File: src/rtl/adder_pkg.sv
// Shared constants for the registered ripple-carry adder.
// Latency: n/a (package only).
// Backpressure: n/a (package only).
package adder_pkg;

    // Default operand/result width of the adder.
    localparam int ADDER_WIDTH = 8;

    // Legal range for the WIDTH parameter.
    localparam int ADDER_WIDTH_MIN = 2;
    localparam int ADDER_WIDTH_MAX = 32;

    // Bit positions inside the packed flag bus {zero, overflow, carry}.
    localparam int FLAG_CARRY_IDX = 0;
    localparam int FLAG_OVF_IDX   = 1;
    localparam int FLAG_ZERO_IDX  = 2;
    localparam int FLAG_W         = 3;

    typedef logic [FLAG_W-1:0] flags_t;

    // Signed overflow: both addends share a sign and the sum sign differs from it.
    function automatic logic signed_ovf(input logic a_msb, input logic b_msb, input logic s_msb);
        return (a_msb == b_msb) && (s_msb != a_msb);
    endfunction

    // Pack the three status bits into the flag bus.
    function automatic flags_t pack_flags(input logic zero, input logic ovf, input logic carry);
        flags_t f;
        f                 = '0;
        f[FLAG_ZERO_IDX]  = zero;
        f[FLAG_OVF_IDX]   = ovf;
        f[FLAG_CARRY_IDX] = carry;
        return f;
    endfunction

endpackage

File: src/rtl/full_adder.sv
// One-bit full adder cell, the building block of the ripple-carry chain.
// Latency: purely combinational.
// Backpressure: none.
module full_adder (
    input  logic a,
    input  logic b,
    input  logic cin,
    output logic s,
    output logic cout
);

    logic half_sum;

    // Sum and carry from the classic two-half-adder decomposition.
    always_comb begin
        half_sum = a ^ b;
        s        = half_sum ^ cin;
        cout     = (a & b) | (cin & half_sum);
    end

endmodule

File: src/rtl/adder_8b.sv
// Registered two-operand adder with carry, signed-overflow and zero flags.
// Latency: 1 cycle from in_valid to out_valid; full throughput.
// Backpressure: none; outputs hold their last value while in_valid is low.
module adder_8b
    import adder_pkg::*;
#(
    parameter int WIDTH = ADDER_WIDTH
) (
    input  logic             clk,
    input  logic             rst_n,
    input  logic             in_valid,
    input  logic [WIDTH-1:0] operand0,
    input  logic [WIDTH-1:0] operand1,
    output logic [WIDTH-1:0] result,
    output logic             carry,
    output logic             overflow,
    output logic             zero,
    output logic             out_valid
);

    // Ripple-carry chain: carry_chain[i] feeds bit i, carry_chain[WIDTH] is the carry-out.
    logic [WIDTH:0]   carry_chain;
    logic [WIDTH-1:0] sum_comb;
    flags_t           flags_comb;

    assign carry_chain[0] = 1'b0;

    genvar gi;
    generate
        for (gi = 0; gi < WIDTH; gi++) begin : g_fa
            full_adder u_fa (
                .a    (operand0[gi]),
                .b    (operand1[gi]),
                .cin  (carry_chain[gi]),
                .s    (sum_comb[gi]),
                .cout (carry_chain[gi+1])
            );
        end
    endgenerate

    // Status flags derived from the truncated combinational sum.
    always_comb begin
        flags_comb = pack_flags(
            (sum_comb == '0),
            signed_ovf(operand0[WIDTH-1], operand1[WIDTH-1], sum_comb[WIDTH-1]),
            carry_chain[WIDTH]
        );
    end

    // Output register stage state.
    logic [WIDTH-1:0] result_q, result_d;
    flags_t           flags_q,  flags_d;
    logic             out_valid_q, out_valid_d;

    // Capture a new sum only on valid operands; otherwise hold so idle-bus garbage never leaks out.
    always_comb begin
        result_d    = result_q;
        flags_d     = flags_q;
        out_valid_d = in_valid;
        if (in_valid) begin
            result_d = sum_comb;
            flags_d  = flags_comb;
        end
    end

    // Output flops, cleared asynchronously by reset.
    always_ff @(posedge clk or negedge rst_n) begin
        if (!rst_n) begin
            result_q    <= '0;
            flags_q     <= '0;
            out_valid_q <= 1'b0;
        end else begin
            result_q    <= result_d;
            flags_q     <= flags_d;
            out_valid_q <= out_valid_d;
        end
    end

    assign result    = result_q;
    assign carry     = flags_q[FLAG_CARRY_IDX];
    assign overflow  = flags_q[FLAG_OVF_IDX];
    assign zero      = flags_q[FLAG_ZERO_IDX];
    assign out_valid = out_valid_q;

endmodule

File: config.mk
export PLATFORM = sky130hd
export DESIGN_NAME = adder_8b
export DESIGN_NICKNAME = d
export VERILOG_FILES = /design/src/rtl/adder_pkg.sv /design/src/rtl/full_adder.sv /design/src/rtl/adder_8b.sv
export SDC_FILE = /design/constraint.sdc
export NUM_CORES = 1
export LEC_CHECK = 0
export CORE_MARGIN = 3
export CORE_UTILIZATION = 41
export DETAILED_ROUTE_END_ITERATION = 10
export GPL_TIMING_DRIVEN = 0
export PLACE_DENSITY = 0.83
export SETUP_SLACK_MARGIN = 0.3
export SYNTH_ARGS = -nofsm -noshare
export SYNTH_HDL_FRONTEND = slang
export SYNTH_HIERARCHICAL = 1
export SYNTH_SLANG_ARGS = --single-unit
File: constraint.sdc
create_clock -name clk -period 1.5 [get_ports clk]
set_input_delay 0.3 -clock clk [delete_from_list [all_inputs] [get_ports clk]]
set_output_delay 0.3 -clock clk [all_outputs]
set_load 0.05 [all_outputs]
==> results_dict.tcl <==
set metrics [dict create \
    worst_ep_arrival_time_ns 3.87 \
    end_kind "register" \
    worst_path_most_repeated_cell "fa_2" \
    cp_num_buf_inv 3 \
    hpwlAfterDp_mm 1.12 \
    fin_skew_ns 0 \
    dieHeight_um 45.2 \
    post_route_cells_drive_above_1_share_pct 48.7 \
    worstSetupPathDepth 13 \
    syn-cell-area_um2 631 \
    min_period_ns 3.66 \
    cp-start-kind "primary input" \
    dpl.cell_count 85 \
    h-tree-depth 1 \
    clk_latency_ns 0.28 \
    r2r-end "result[5]" \
    min_path_type "in -> async" \
    fmax_ghz 0.273 \
    utilization_pct 74.1 \
    final_cells 91 \
    yosysSeqAreaShare_pct 47.6 \
    core_region_area_um2 1370 \
    rsz0062_at_grt "true" \
    critPathMaxFanout 3 \
    ff2ff_path_depth 1 \
    initial_core_util_pct 46.2 \
    num_vias 460 \
    final_nets 104 \
    fin_ws_ns -2.16 \
    min_period_over_period_pct 244 \
    rows 13 \
    post-route-drc-count 0 \
    grt_max_degree 13 \
    drt_pass1_iterations 2 \
    ys_warn_count 6 \
    grt_pass1_vias 519 \
    endpoint "flags_q[1]" \
    violations "negative setup slack" \
    ant_nets 0 \
    reg2reg_from "result[5]" \
    report.final.slew_viol_count 0 \
    finalHoldViolCount 0 \
    synthCells 40 \
    grt_pass1_wl_mm 2.31 \
    ios 31 \
    power_density_nw_per_um2 1250 \
    synth_nets 67 \
    cts_sinks 12 \
    antenna_cells 0 \
    maxCapViolations 0 \
    setup_violations 9 \
    synth_cell_type_count 13 \
    worst_pin_slew_ns 0.543 \
    numCtsBuffers 3 \
    status "finished, violations left" \
    cts_buffer_depth 2 \
    max_stage_delay_ns 0.48 \
    p_leak_nw 0.454 \
    setup_tns_ns -12.35 \
    path_cells "buf_6 > fa_2 > fa_2 > fa_2 > fa_2 > fa_2 > fa_2 > fa_2 > fa_1 > buf_4 > buf_6 > nand3b_1 > a31oi_1" \
    syn2layout_area_growth_pct 60.5 \
    wl_per_cell_um 15.3 \
    hold_buffers 0 \
    gp_congestion 0.690 \
    antenna_found_initial 0 \
    maxSlewHeadroom_pct 63.7 \
    setup.worst_path.start "operand1[0]" \
    port_buffers 30 \
    final_cell_area_um2 1010 \
    place_area_um2 990 \
    die_w_um 45.2 \
    ir_drop_mv 0.669 \
    crit_family "adder cells" \
    clk_pin_slew_ns 0.08 \
    viasPerCell 5.05 \
    clockRootBuffer "clkbuf_4" \
    cp.required_ns 1.70 \
    ys_seq_elements 12 \
    slowest_stage "fa_1" \
    grt.total_usage_pct 17.2 \
    grt.overflow.total 0 \
    critPathKind "in -> reg" \
    reg2reg_setup_slack_ns 0.72 \
    drtIter0Drc 6 \
    die-area_um2 2040 \
    pre_cts_ws_ns -2.92 \
    wirelength_mm 1.39 \
    cts_tree "built" \
    synth_area_per_cell_um2 15.8 \
]
flip-flops by register name, summed over array words and instances (netlist names):
name,cells
flags_q,3
result,8
out_valid,1
cell type report:
cell class	instances	area, µm²
inverters	1	3.75
flip-flops and latches	12	300
repair buffers	32	279
multi-input cells	26	363
clock buffers	4	36.3
plain buffers	1	11.3
well taps	15	18.8
fillers	97	354
synthesized netlist by cell type (all sizes together):
master,n,share of area [%]
dfrtp,12,48
or3b,1,1.4
buf,1,1.2
nor3,1,0.79
nor2,2,1.2
nor4b,1,1.4
conb,1,0.59
fa,8,25
a32o,1,1.6
nand3b,1,1.2
mux2,9,16
a31oi,1,0.99
inv,1,0.59
metal layers:
layer	track usage (%)	routed length [µm]	vias to the layer above
met5	0	0	-
met4	14.0	43	0
met3	3.98	79	5
met2	27.1	732	17
met1	19.5	537	228
li1	-	-	210
power by group:
part	internal [W]	leakage, nW	switching [W]
registers	0.000384	0.143	0.0000368
clock network	0.000148	0.0210	0.000114
logic	0.000250	0.290	0.000337
stage by stage:
step,hold WS [ns],total power [W]
floorplan,0.00441,0.000790
global placement,0.489,0.00101
detailed placement,0.486,0.00102
CTS,0.379,0.00127
global route,0.400,0.00133
finish,0.373,0.00127
layout by cell type, fill, tap and decap left out:
| cell | count |
|---|---|
| a32o_1 | 1 |
| nor2_1 | 2 |
| inv_1 | 1 |
| clkbuf_8 | 1 |
| fa_2 | 7 |
| mux2_2 | 2 |
| nor4b_1 | 1 |
| fa_1 | 1 |
| dfrtp_1 | 12 |
| a31oi_1 | 1 |
| buf_4 | 10 |
| clkbuf_4 | 5 |
| nor3_1 | 1 |
| conb_1 | 1 |
| nand3b_1 | 1 |
| mux2_4 | 7 |
| dlygate4sd2_1 | 3 |
| clkdlybuf4s50_1 | 13 |
| or3b_1 | 1 |
| buf_6 | 3 |
| buf_2 | 2 |
repair_timing:
item | CTS | global route
pin swaps | 9 | 7
gates resized for setup | 83 | 3
setup buffers | 1 | 1
endpoints found under the setup margin | 23 | 12
worst min-delay path by stage:
stage               start         end  slack (ns)  depth (start not counted)
2_1_floorplan       rst_n  flags_q[0]       0.004                          0
3_3_place_gp   flags_q[2]  flags_q[2]        0.49                          1
3_5_place_dp   flags_q[2]  flags_q[2]        0.49                          1
4_1_cts             rst_n   result[4]        0.38                          1
5_1_grt          in_valid   out_valid        0.40                          1
6_report            rst_n   result[4]        0.37                          1
logic make-up (layout without fill, tap and decap cells):
family / after synthesis / count (layout) / synth area share, %
AOI/OAI and AO/OA: 2 / 2 / 2.58
other: 1 / 1 / 0.595
buffers and inverters: 2 / 38 / 1.79
and+or+nand+nor: 6 / 6 / 5.95
adders and majority gates: 8 / 8 / 25.4
muxes: 9 / 9 / 16.1
DFF: 12 / 12 / 47.6
Power figures use the tool's default switching activity.
